File: src/rtl/r_instr_loader_pkg.sv
// Shared definitions for the R-format instruction loader: supported opcodes,
// loader FSM state encoding and the opcode legality check.
package r_instr_loader_pkg;

    // Supported R-format opcodes (11 bits).
    localparam logic [10:0] OP_ADD  = 11'b10001011000;
    localparam logic [10:0] OP_SUB  = 11'b11001011000;
    localparam logic [10:0] OP_AND  = 11'b10001010000;
    localparam logic [10:0] OP_ORR  = 11'b10101010000;
    localparam logic [10:0] OP_EOR  = 11'b11001010000;
    localparam logic [10:0] OP_ADDS = 11'b10101011000;
    localparam logic [10:0] OP_SUBS = 11'b11101011000;
    localparam logic [10:0] OP_ANDS = 11'b11101010000;
    localparam logic [10:0] OP_LSL  = 11'b11010011011;
    localparam logic [10:0] OP_LSR  = 11'b11010011010;

    // Loader FSM states; IDLE is the all-zero reset encoding.
    typedef enum logic [1:0] {
        ST_IDLE  = 2'd0,
        ST_LOAD  = 2'd1,
        ST_DRAIN = 2'd2,
        ST_DONE  = 2'd3
    } state_t;

    // True when the opcode belongs to the supported R-format set.
    function automatic logic is_legal_op(input logic [10:0] op);
        logic legal;
        legal = 1'b0;
        case (op)
            OP_ADD, OP_SUB, OP_AND, OP_ORR, OP_EOR,
            OP_ADDS, OP_SUBS, OP_ANDS, OP_LSL, OP_LSR: legal = 1'b1;
            default: legal = 1'b0;
        endcase
        return legal;
    endfunction

endpackage

File: src/rtl/r_instr_loader_r_encoder.sv
// Combinational R-format encoder: packs {op, rm, shamt, rn, rd} into a 32-bit
// word and flags whether the opcode is supported. Only the shift opcodes carry
// a shift amount; every other opcode gets a zero shamt field.
module r_encoder
    import r_instr_loader_pkg::*;
(
    input  logic [10:0] op_i,
    input  logic [4:0]  rm_i,
    input  logic [5:0]  shamt_i,
    input  logic [4:0]  rn_i,
    input  logic [4:0]  rd_i,
    output logic [31:0] word_o,
    output logic        legal_o
);

    logic       is_shift;
    logic [5:0] shamt_eff;

    // LSL/LSR are the only supported opcodes with op[3] and op[1] both set.
    assign is_shift  = op_i[1] & op_i[3];
    assign shamt_eff = is_shift ? shamt_i : 6'b0;
    assign word_o    = {op_i, rm_i, shamt_eff, rn_i, rd_i};
    assign legal_o   = is_legal_op(op_i);

endmodule

File: src/rtl/r_instr_loader.sv
// R-format instruction loader: takes field tuples over a valid/ready stream,
// drops unsupported opcodes (flagging err), and writes encoded words to
// consecutive word addresses of instruction memory.
//
// Handshake: a tuple transfers on a rising clock edge where in_valid and
// in_ready are both high; in_ready is high only in LOAD and does not depend
// on in_valid, and the source must hold the tuple stable until it transfers.
module r_instr_loader
    import r_instr_loader_pkg::*;
#(
    parameter int AW    = 32,
    parameter int CNT_W = 16
) (
    input  logic             clock,
    input  logic             reset,
    input  logic             start,
    input  logic [AW-1:0]    base_addr,
    input  logic [CNT_W-1:0] count,
    input  logic             in_valid,
    output logic             in_ready,
    input  logic [10:0]      in_op,
    input  logic [4:0]       in_rm,
    input  logic [5:0]       in_shamt,
    input  logic [4:0]       in_rn,
    input  logic [4:0]       in_rd,
    output logic             mem_write,
    output logic [AW-1:0]    mem_addr,
    output logic [31:0]      mem_data,
    output logic             busy,
    output logic             done,
    output logic             err,
    output logic [1:0]       dbg_state
);

    localparam logic [AW-1:0]    ADDR_STEP = AW'(4);
    localparam logic [CNT_W-1:0] CNT_ONE   = CNT_W'(1);

    state_t           state_q, state_d;
    logic [AW-1:0]    addr_q, addr_d;
    logic [CNT_W-1:0] rem_q, rem_d;
    logic             err_q, err_d;
    logic             wr_q, wr_d;
    logic [AW-1:0]    mem_addr_q, mem_addr_d;
    logic [31:0]      mem_data_q, mem_data_d;

    logic [31:0]      enc_word;
    logic             enc_legal;
    logic             accept;

    r_encoder u_enc (
        .op_i    (in_op),
        .rm_i    (in_rm),
        .shamt_i (in_shamt),
        .rn_i    (in_rn),
        .rd_i    (in_rd),
        .word_o  (enc_word),
        .legal_o (enc_legal)
    );

    assign in_ready  = (state_q == ST_LOAD);
    assign accept    = in_valid & in_ready;
    assign mem_write = wr_q;
    assign mem_addr  = mem_addr_q;
    assign mem_data  = mem_data_q;
    assign busy      = (state_q != ST_IDLE);
    assign done      = (state_q == ST_DONE);
    assign err       = err_q;
    assign dbg_state = state_q;

    // Next-state, counter and write-register logic for the load sequence.
    always_comb begin
        state_d    = state_q;
        addr_d     = addr_q;
        rem_d      = rem_q;
        err_d      = err_q;
        wr_d       = 1'b0;
        mem_addr_d = mem_addr_q;
        mem_data_d = mem_data_q;
        case (state_q)
            ST_IDLE: begin
                if (start) begin
                    addr_d  = {base_addr[AW-1:2], 2'b00};
                    rem_d   = count;
                    err_d   = 1'b0;
                    state_d = (count == '0) ? ST_DONE : ST_LOAD;
                end
            end
            ST_LOAD: begin
                if (accept) begin
                    if (enc_legal) begin
                        wr_d       = 1'b1;
                        mem_addr_d = addr_q;
                        mem_data_d = enc_word;
                        addr_d     = addr_q + ADDR_STEP;
                        rem_d      = rem_q - CNT_ONE;
                        if (rem_q == CNT_ONE) begin
                            state_d = ST_DRAIN;
                        end
                    end else begin
                        err_d = 1'b1;
                    end
                end
            end
            ST_DRAIN: state_d = ST_DONE;
            ST_DONE:  state_d = ST_IDLE;
            default:  state_d = ST_IDLE;
        endcase
    end

    // State and datapath registers; reset abandons any load in progress.
    always_ff @(posedge clock or posedge reset) begin
        if (reset) begin
            state_q    <= ST_IDLE;
            addr_q     <= '0;
            rem_q      <= '0;
            err_q      <= 1'b0;
            wr_q       <= 1'b0;
            mem_addr_q <= '0;
            mem_data_q <= '0;
        end else begin
            state_q    <= state_d;
            addr_q     <= addr_d;
            rem_q      <= rem_d;
            err_q      <= err_d;
            wr_q       <= wr_d;
            mem_addr_q <= mem_addr_d;
            mem_data_q <= mem_data_d;
        end
    end

endmodule

File: config.mk
export PLATFORM = sky130hd
export DESIGN_NAME = r_instr_loader
export DESIGN_NICKNAME = d
export VERILOG_FILES = /design/src/rtl/r_instr_loader_pkg.sv /design/src/rtl/r_instr_loader_r_encoder.sv /design/src/rtl/r_instr_loader.sv
export SDC_FILE = /design/constraint.sdc
export NUM_CORES = 1
export LEC_CHECK = 0
export ABC_AREA = 1
export BUFFER_PORTS_ARGS = -buffer_cell sky130_fd_sc_hd__buf_2
export CAP_MARGIN = 20
export CORE_ASPECT_RATIO = 0.8
export CORE_MARGIN = 2
export CORE_UTILIZATION = 58
export DETAILED_ROUTE_END_ITERATION = 6
export GPL_ROUTABILITY_DRIVEN = 0
export PLACE_DENSITY = 0.94
export SYNTH_ARGS = -nofsm -noshare
export SYNTH_HDL_FRONTEND = slang
export SYNTH_HIERARCHICAL = 1
export SYNTH_SLANG_ARGS = --single-unit
File: constraint.sdc
create_clock -name clock -period 6 [get_ports clock]
set_input_delay 0.3 -clock clock [delete_from_list [all_inputs] [get_ports clock]]
set_output_delay 0.3 -clock clock [all_outputs]
set_load 0.005 [all_outputs]
==> results of run 1 <==
==> metrics by stage <==
step | setup slack [ps] | cell area [µm²] | hold slack, ps | instances | total power [mW]
floorplan | 2740 | 6320 | 455 | 915 | 2.21
global placement | 2820 | 6930 | 319 | 1154 | 2.51
detailed placement | 2740 | 6930 | 320 | 1154 | 2.57
CTS | 2700 | 7270 | 133 | 1171 | 3.25
global route | 2330 | 7300 | 140 | 1172 | 3.54
finish | 2650 | 7300 | 139 | 1173 | 3.27
==> synth_stat cells (all sizes together) (4+ instances only) <==
library cell / instances
nor3: 8
o22ai: 6
ha: 7
buf: 43
nand2: 344
or2: 4
nand4: 4
nor2: 141
nand3: 49
inv: 74
a21oi: 15
dfrtp: 112
o21ai: 79
clkbuf: 17
==> flip-flops by register name, summed over array words and instances, names as in the netlist <==
name and cells:
mem_data 32, addr_q 30, mem_addr 30, rem_q 16, dbg_state 2, err 1
mem_write 1
==> cell families (layout without fill, tap and decap cells) <==
kind of cell             Yosys count  after routing  share of synthesized area [%]
AO/OA/AOI/OAI                    107            107                           9.01
buffers and inverters            134            247                           10.2
flip-flops                       112            112                           44.4
adder cells (fa/ha/maj)            7              7                           1.39
other                              1              3                         0.0594
XOR/XNOR                           1              1                          0.139
AND/OR/NAND/NOR                  552            552                           34.8
==> power groups by stage <==
stage / logic, mW / clock network (mW) / registers [mW]
6_report: 1.39 / 0.667 / 1.22
5_1_grt: 1.58 / 0.710 / 1.24
4_1_cts: 1.37 / 0.679 / 1.20
3_5_place_dp: 1.36 / 0 / 1.22
3_3_place_gp: 1.31 / 0 / 1.20
2_1_floorplan: 1.04 / 0 / 1.17
==> layout make-up <==
class / count / area, µm² / share of cell area, %
multi-input combinational: 669 / 2870 / 39.4
antenna: 1 / 2.50 / 0.0343
timing repair buffer: 157 / 826 / 11.3
clock inverter: 7 / 109 / 1.49
inverter: 74 / 280 / 3.84
sequential: 112 / 2800 / 38.4
clock buffer: 9 / 225 / 3.09
tap: 144 / 180 / 2.47
==> worst min-delay path, stage by stage <==
cell and delay (ps):
buf_2 70, nand2_1 40, nand2_1 50
==> per-layer routing <==
layer	up-vias	share of wire [%]	track usage, %
met5	-	0.082	0
met4	2	1.9	7.42
met3	33	8.8	5.58
met2	287	46	44.4
met1	2786	44	39.7
li1	3055	-	-
==> worst paths after layout <==
check | cells past startpoint | start | slack, ps | to
max | 10 | dbg_state[1] | 2650 | rem_q[10]
min | 3 | in_rm[1] | 140 | mem_data[17]
max reg2reg | 10 | dbg_state[1] | 2650 | rem_q[10]
min reg2reg | 2 | mem_data[2] | 470 | mem_data[2]
min in group asynchronous | 3 | reset | 510 | mem_data[1]
max in group asynchronous | 5 | reset | 4570 | addr_q[26]
==> flow_metrics.env, run 1 <==
export IMPL_num_vias=6163
export IMPL_syn_area_um2=6320
export IMPL_antenna_left=0
export IMPL_hold_buffers=1
export IMPL_ys_warn_count=6
export IMPL_synth_top_area_share_pct=44.4
export IMPL_worst_slew_pin_slew_ps=889
export IMPL_drive_above_1_share_pct=18.2
export IMPL_finalSetupViolCount=0
export IMPL_layout_commonest_cell="nand2_1"
export IMPL_crit_path_frequent_cell="inv_1"
export IMPL_clock_latency_ps=350
export IMPL_critPathTopFamily="simple AND/OR/NAND/NOR gates"
export IMPL_skew_ps=6.92
export IMPL_synthTopCellsByArea="dfrtp_1 44%, nand2_1 20%, nor2_1 8.1%"
export IMPL_worstPathRequired_ps=6250
export IMPL_cts_root_buf="clkbuf_16"
export IMPL_ctsHtreeMaxLevel=3
export IMPL_p_sw_mw=1.43
export IMPL_synth_edf_count=0
export IMPL_drv_cap=0
export IMPL_cp_slowest_cell="nand2_2"
export IMPL_dpl_hpwl_um=11400
export IMPL_core_area_um2=10800
export IMPL_grt_max_degree=91
export IMPL_grt_pass1_vias=5662
export IMPL_postCtsSetupRepairBufs=0
export IMPL_p_sw_share_pct=43.8
export IMPL_routed_wl_um=15800
export IMPL_syn_avg_cell_area_um2=6.91
export IMPL_power_density_nw_per_um2=448
export IMPL_ys_ff_latch=112
export IMPL_mostFrequentLayoutCells="343 x nand2_1, 150 x buf_2, 137 x nor2_1"
export IMPL_end_kind="flop"
export IMPL_status="finished clean"
export IMPL_maxSlewHeadroom_pct=40.5
export IMPL_critPathKind="reg2reg"
export IMPL_synth_cell_types=32
export IMPL_dr_pass1_iters=6
export IMPL_die_y_um=97.3
export IMPL_fill_cells=929
export IMPL_die_w_um=121
export IMPL_hold_violations=0
export IMPL_drv_slew=0
export IMPL_io_buffers=150
export IMPL_detail_route_vias_per_cell=5.25
export IMPL_cts_buffer_depth=2
export IMPL_synthArstFlopShare_pct=100
export IMPL_synthFlopType="dfrtp_1"
export IMPL_hold_class="in2reg"
export IMPL_ctsResizeCount=0
export IMPL_grt_overflow_total=0
export IMPL_fp_dieArea_um2=11700
export IMPL_worstPathArrival_ps=3600
export IMPL_cts_sinks=112
export IMPL_crit_path_max_fanout=80
export IMPL_antenna_found_initial=2
export IMPL_grt_pass1_wl_um=26900
export IMPL_power_share_combinational_pct=42.4
export IMPL_initial_core_util_pct=58.7
export IMPL_rsz0062_at_grt="no"
export IMPL_share_clk_of_total_power_pct=20.4
export IMPL_drt_iter0_drc=565
export IMPL_ys_seq_area_share_pct=44.4
export IMPL_seqPwrFrac_pct=37.2
export IMPL_period_share_pct=55.9
export IMPL_worst_setup_path_start_kind="flop"
export IMPL_p_leak_nw=3.95
export IMPL_cts_tree="built"
export IMPL_rows=34
export IMPL_clk_transition_reported_paths_ps=80
export IMPL_internal_power_mw=1.84
export IMPL_period_needed_ps=3350
export IMPL_synth_top_cell_by_area="dfrtp_1"
export IMPL_track_usage_pct=28.1
export IMPL_syn_to_final_growth_pct=15.5
export IMPL_post_route_util_pct=67.8
export IMPL_tns_ps=0
export IMPL_crit_chain="inv_1, ha_2, buf_4, inv_2, nor2_2, nor2_4, nand2_2, o21ai_0, nand2_1, inv_1"
export IMPL_max_freq_mhz=298
export IMPL_drc_errors=0
export IMPL_ios=155
export IMPL_worst_path_buf_inv=4
export IMPL_nNetsFinal=1114
export IMPL_max_stage_delay_ps=660
export IMPL_syn_inst=914
export IMPL_wire_per_inst_um=13.5
export IMPL_cts_buffers=9
export IMPL_ir_drop_mv=0.425
Note: power is estimated with default switching activity, not from simulation.
==> run 2: changes to the inputs <==
--- a/config.mk
+++ b/config.mk
@@ -10,10 +10,10 @@
 export CAP_MARGIN = 20
 export CORE_ASPECT_RATIO = 0.8
 export CORE_MARGIN = 2
-export CORE_UTILIZATION = 58
+export CORE_UTILIZATION = 54
 export DETAILED_ROUTE_END_ITERATION = 6
 export GPL_ROUTABILITY_DRIVEN = 0
-export PLACE_DENSITY = 0.94
+export PLACE_DENSITY = 0.89
 export SYNTH_ARGS = -nofsm -noshare
 export SYNTH_HDL_FRONTEND = slang
 export SYNTH_HIERARCHICAL = 1
==> constraint.sdc (replaced) <==
create_clock -name clock -period 3.27 [get_ports clock]
set_input_delay 0.1635 -clock clock [delete_from_list [all_inputs] [get_ports clock]]
set_output_delay 0.1635 -clock clock [all_outputs]
set_load 0.005 [all_outputs]
==> run 2 against run 1 <==
Against the previous run: sequential power up 82%; worst hold slack got worse by 130 ps; final cell count increased by 0.68%; global-route usage shrank 2.3 points; first-iteration DRC count shrank 26%; fmax is 41% higher; critical path type unchanged; largest power group unchanged.
==> flow_metrics.env, run 2 (same netlist as run 1, synthesis figures left out) <==
export IMPL_grt_pass1_wl_um=26300
export IMPL_layout_commonest_cell="nand2_1"
export IMPL_syn_to_final_growth_pct=15.2
export IMPL_cts_tree="built"
export IMPL_grt_max_degree=73
export IMPL_worstPathArrival_ps=2670
export IMPL_status="finished clean"
export IMPL_dr_pass1_iters=5
export IMPL_power_mw=5.91
export IMPL_clk_transition_reported_paths_ps=70
export IMPL_nNetsFinal=1118
export IMPL_max_stage_delay_ps=730
export IMPL_layout_cells_non_filler=1181
export IMPL_crit_path_max_fanout=72
export IMPL_cts_sinks=112
export IMPL_drv_slew=0
export IMPL_skew_ps=6.69
export IMPL_antenna_left=0
export IMPL_drc_errors=0
export IMPL_worstPathRequired_ps=3560
export IMPL_routed_wl_um=15900
export IMPL_hold_class="in2reg"
export IMPL_end_kind="flop"
export IMPL_min_to="mem_data[6]"
export IMPL_fp_dieArea_um2=12600
export IMPL_wire_per_inst_um=13.4
export IMPL_period_share_pct=72.8
export IMPL_clock_latency_ps=350
export IMPL_dpl_hpwl_um=11800
export IMPL_rsz0062_at_grt="no"
export IMPL_antenna_found_initial=3
export IMPL_initial_core_util_pct=55.1
export IMPL_rows=35
export IMPL_finalSetupViolCount=0
export IMPL_r2r_slack_ps=890
export IMPL_postCtsSetupRepairBufs=0
export IMPL_crit_chain="inv_1, ha_2, nand2_1, nor2_2, inv_2, buf_4, nand2_1, nand2_1"
export IMPL_die_w_um=125
export IMPL_core_area_um2=11500
export IMPL_maxSlewHeadroom_pct=31.7
export IMPL_grt_overflow_total=0
export IMPL_period_needed_ps=2380
export IMPL_max_freq_mhz=420
export IMPL_tns_ps=0
export IMPL_ir_drop_mv=0.341
export IMPL_dp_cells=1163
export IMPL_worst_slew_pin_slew_ps=1020
export IMPL_worst_setup_path_start_kind="flop"
export IMPL_power_density_nw_per_um2=812
export IMPL_ios=155
export IMPL_p_leak_nw=3.94
export IMPL_mostFrequentLayoutCells="343 x nand2_1, 150 x buf_2, 137 x nor2_1"
export IMPL_grt_pass1_vias=5583
export IMPL_reg2reg_to="mem_data[28]"
export IMPL_reg2reg_depth=8
export IMPL_track_usage_pct=25.8
export IMPL_drive_above_1_share_pct=18.4
export IMPL_cts_buffers=9
export IMPL_cts_buffer_depth=2
export IMPL_drt_iter0_drc=416
export IMPL_num_vias=6158
export IMPL_hold_depth=3
export IMPL_ctsHtreeMaxLevel=3
export IMPL_hold_violations=0
export IMPL_hp_start="in_rn[1]"
export IMPL_ctsResizeCount=0
export IMPL_hold_buffers=1
export IMPL_placed_area_um2=6970
export IMPL_io_buffers=150
export IMPL_critPathKind="reg2reg"
export IMPL_die_y_um=101
export IMPL_fin_area_um2=7280
export IMPL_cts_root_buf="clkbuf_16"
export IMPL_largest_reg_flops=32
export IMPL_drv_cap=0
export IMPL_crit_path_frequent_cell="nand2_1"
export IMPL_r2r_start="dbg_state[1]"
export IMPL_detail_route_vias_per_cell=5.21
export IMPL_cp_slowest_cell="inv_2"
[run 2: cell count changes in the layout (fill, tap and decap cells not counted), sizes merged]
cell / before / now
inv: 78 / 75
diode: 1 / 2
bufinv: 2 / 1
buf: 156 / 160
clkinvlp: 0 / 2
clkinv: 1 / 2
[run 2: worst max path at each step]
| stage | depth (start not counted) | slack (ps) | startpoint | end |
|---|---|---|---|---|
| global route | 8 | 650 | dbg_state[1] | mem_data[16] |
| floorplan | 1 | 150 | reset | addr_q[10] |
| finish | 8 | 890 | dbg_state[1] | mem_data[28] |
| detailed placement | 8 | 880 | dbg_state[1] | mem_data[28] |
| CTS | 8 | 860 | dbg_state[1] | mem_data[30] |
| global placement | 8 | 960 | dbg_state[1] | mem_data[5] |
[run 2: per-stage QoR]
stage          setup WS, ps  hold slack (ps)  utilization [%]
2_1_floorplan           147              318                -
3_3_place_gp            955              303             60.7
3_5_place_dp            882              304             60.7
4_1_cts                 856             2.33             63.4
5_1_grt                 652             8.54             63.4
6_report                888             8.85             63.4
[run 2: critical path, delay by kind of cell (launching register included)]
kind / cells / cell delay, ps
and+or+nand+nor: 4 / 360
adders and majority gates: 1 / 330
DFF: 1 / 420
buffers and inverters: 3 / 1200
[run 2: routing by layer]
| layer | vias up | global-route usage (%) | share of wire, % |
|---|---|---|---|
| met5 | - | 0 | 0.082 |
| met4 | 2 | 8.63 | 1.7 |
| met3 | 26 | 5.20 | 8.7 |
| met2 | 278 | 40.4 | 45 |
| met1 | 2803 | 36.5 | 45 |
| li1 | 3049 | - | - |
[run 2: power by group]
part	internal [mW]	total, mW	switching (mW)
logic	0.892	2.59	1.69
clock network	0.595	1.10	0.508
registers	1.83	2.22	0.394
[run 2: final cells by class]
class                   instances  area (µm²)
inverters                      74         280
clock inverters                 6        70.1
multi-input cells             669        2870
flip-flops and latches        112        2800
well taps                     148         185
repair buffers                161         836
clock buffers                   9         225
diodes                          2        5.00
fillers                      1058        4200
==> run 3: changes to the inputs <==
--- a/config.mk
+++ b/config.mk
@@ -10,10 +10,10 @@
 export CAP_MARGIN = 20
 export CORE_ASPECT_RATIO = 0.8
 export CORE_MARGIN = 2
-export CORE_UTILIZATION = 54
+export CORE_UTILIZATION = 49
 export DETAILED_ROUTE_END_ITERATION = 6
 export GPL_ROUTABILITY_DRIVEN = 0
-export PLACE_DENSITY = 0.89
+export PLACE_DENSITY = 0.85
 export SYNTH_ARGS = -nofsm -noshare
 export SYNTH_HDL_FRONTEND = slang
 export SYNTH_HIERARCHICAL = 1
==> constraint.sdc (replaced) <==
create_clock -name clock -period 2 [get_ports clock]
set_input_delay 0.1 -clock clock [delete_from_list [all_inputs] [get_ports clock]]
set_output_delay 0.1 -clock clock [all_outputs]
set_load 0.005 [all_outputs]
==> run 3 against run 2 <==
Against the previous run: clock skew increased by 7.7 ps; highest routed layer unchanged; count of clock-buffer cells in the layout is the same; core utilization is 3.2 points lower; worst hold slack lost 3.0 ps; routed wire length grew 5.0%; worst setup slack got worse by 780 ps; the run now ends with DRC left; sequential power grew 64%; die area grew 9.8%; via count up 2.3%.
==> flow_metrics.env, run 3 (same netlist as run 1, synthesis figures left out) <==
export IMPL_drv_cap=0
export IMPL_skew_ps=14.4
export IMPL_r2r_start="dbg_state[1]"
export IMPL_worst_setup_path_start_kind="input port"
export IMPL_fill_cells=1172
export IMPL_mostFrequentLayoutCells="343 x nand2_1, 150 x buf_2, 136 x nor2_1"
export IMPL_drv_slew=0
export IMPL_syn_to_final_growth_pct=21.3
export IMPL_hold_class="in2reg"
export IMPL_detail_route_vias_per_cell=5.10
export IMPL_io_buffers=150
export IMPL_layout_commonest_cell="nand2_1"
export IMPL_nNetsFinal=1146
export IMPL_period_share_pct=94.7
export IMPL_die_w_um=131
export IMPL_die_y_um=106
export IMPL_finalSetupViolCount=0
export IMPL_worstPathRequired_ps=2270
export IMPL_hold_violations=0
export IMPL_grt_pass1_vias=5943
export IMPL_ctsHtreeMaxLevel=3
export IMPL_hp_start="in_op[6]"
export IMPL_power_density_nw_per_um2=1290
export IMPL_seqCellArea_um2=2800
export IMPL_period_needed_ps=1890
export IMPL_reg2reg_depth=9
export IMPL_cp_slowest_cell="dlygate4sd3_1"
export IMPL_core_area_um2=12700
export IMPL_status="complete, but fails checks"
export IMPL_m1WireLength_um=7150
export IMPL_rsz0062_at_grt="yes"
export IMPL_crit_path_max_fanout=46
export IMPL_dpl_hpwl_um=12100
export IMPL_grt_overflow_total=0
export IMPL_critPathKind="in2reg"
export IMPL_cts_buffers=9
export IMPL_postCtsSetupRepairBufs=0
export IMPL_num_vias=6299
export IMPL_drt_iter0_drc=498
export IMPL_ios=155
export IMPL_antenna_found_initial=2
export IMPL_wire_per_inst_um=13.5
export IMPL_track_usage_pct=24.9
export IMPL_post_route_util_pct=60.2
export IMPL_min_to="mem_data[27]"
export IMPL_cts_tree="built"
export IMPL_grt_pass1_wl_um=27600
export IMPL_multiInputGateArea_um2=2890
export IMPL_hold_depth=3
export IMPL_drc_errors=4
export IMPL_worstPathArrival_ps=2170
export IMPL_r2r_slack_ps=160
export IMPL_drive_above_1_share_pct=18.5
export IMPL_p_leak_nw=4.09
export IMPL_routed_wl_um=16700
export IMPL_antenna_left=0
export IMPL_max_freq_mhz=528
export IMPL_cts_sinks=112
export IMPL_wl_met3_um=1420
export IMPL_rows=37
export IMPL_failed_checks="DRC"
export IMPL_ir_drop_mv=0.711
export IMPL_grt_max_degree=83
export IMPL_dr_pass1_iters=7
export IMPL_reg2reg_to="addr_q[14]"
export IMPL_clk_transition_reported_paths_ps=70
export IMPL_max_stage_delay_ps=550
export IMPL_initial_core_util_pct=49.6
export IMPL_fp_dieArea_um2=13800
export IMPL_highest_layer="met5"
export IMPL_setup_ws_ps=107
export IMPL_worstSetupStartpoint="in_op[5]"
export IMPL_wl_met2_um=7640
export IMPL_cts_buffer_depth=2
export IMPL_largest_reg_flops=32
export IMPL_cts_root_buf="clkbuf_16"
export IMPL_crit_chain="dlygate4sd3_1, buf_2, nor3_1, nand2_1, nor2_4, nor2_2, nor3_4, buf_12, o21ai_0, a21oi_1"
export IMPL_end_kind="flop"
export IMPL_pre_cts_ws_ps=120
export IMPL_clock_latency_ps=350
run 3: worst max-delay path by stage:
stage	end	slack [ps]	cells past startpoint
after detailed placement	addr_q[13]	120	10
after global routing	addr_q[14]	-10	10
final	addr_q[5]	110	10
after CTS	addr_q[14]	0.6	12
after global placement	rem_q[11]	220	10
after floorplan	rem_q[7]	290	10
run 3: repair_timing:
action / CTS / global route
setup endpoints to repair: 0 / 67
gates resized for setup: 0 / 3
endpoints found under the hold margin: 38 / 0
hold buffers: 24 / 0
run 3: area by class of cell:
type                       instances  area share, %
tap                              175           2.86
timing repair buffer             189           15.4
clock buffer                       9           2.94
clock inverter                     6          0.898
sequential                       112           36.6
antenna                            1         0.0326
inverter                          74           3.67
multi-input combinational        669           37.7
run 3: through the flow:
stage | std cells | hold WS (ps) | instance area (µm²) | power [mW] | setup TNS (ps)
6_report | 1235 | 5.82 | 7660 | 9.89 | 0
5_1_grt | 1234 | 9.98 | 7660 | 10.7 | -25.9
4_1_cts | 1234 | 2.39 | 7650 | 9.84 | 0
3_5_place_dp | 1195 | 138 | 7120 | 7.98 | 0
3_3_place_gp | 1195 | 137 | 7120 | 7.82 | 0
2_1_floorplan | 915 | 255 | 6320 | 6.63 | 0
run 3: where the power goes:
group	internal [mW]	switching, mW
logic	1.63	2.81
registers	2.99	0.649
clock network	0.972	0.840
run 3: worst max-delay path, delay by kind of cell:
family / cells / cell delay [ps]
AO/OA/AOI/OAI: 2 / 330
buffers and inverters: 3 / 920
AND/OR/NAND/NOR: 5 / 810
run 3: routing by layer:
metal | GRT usage, % | up-vias
li1 | - | 3108
met5 | 0 | -
met1 | 34.3 | 2852
met4 | 8.13 | 2
met3 | 5.69 | 44
met2 | 39.0 | 293
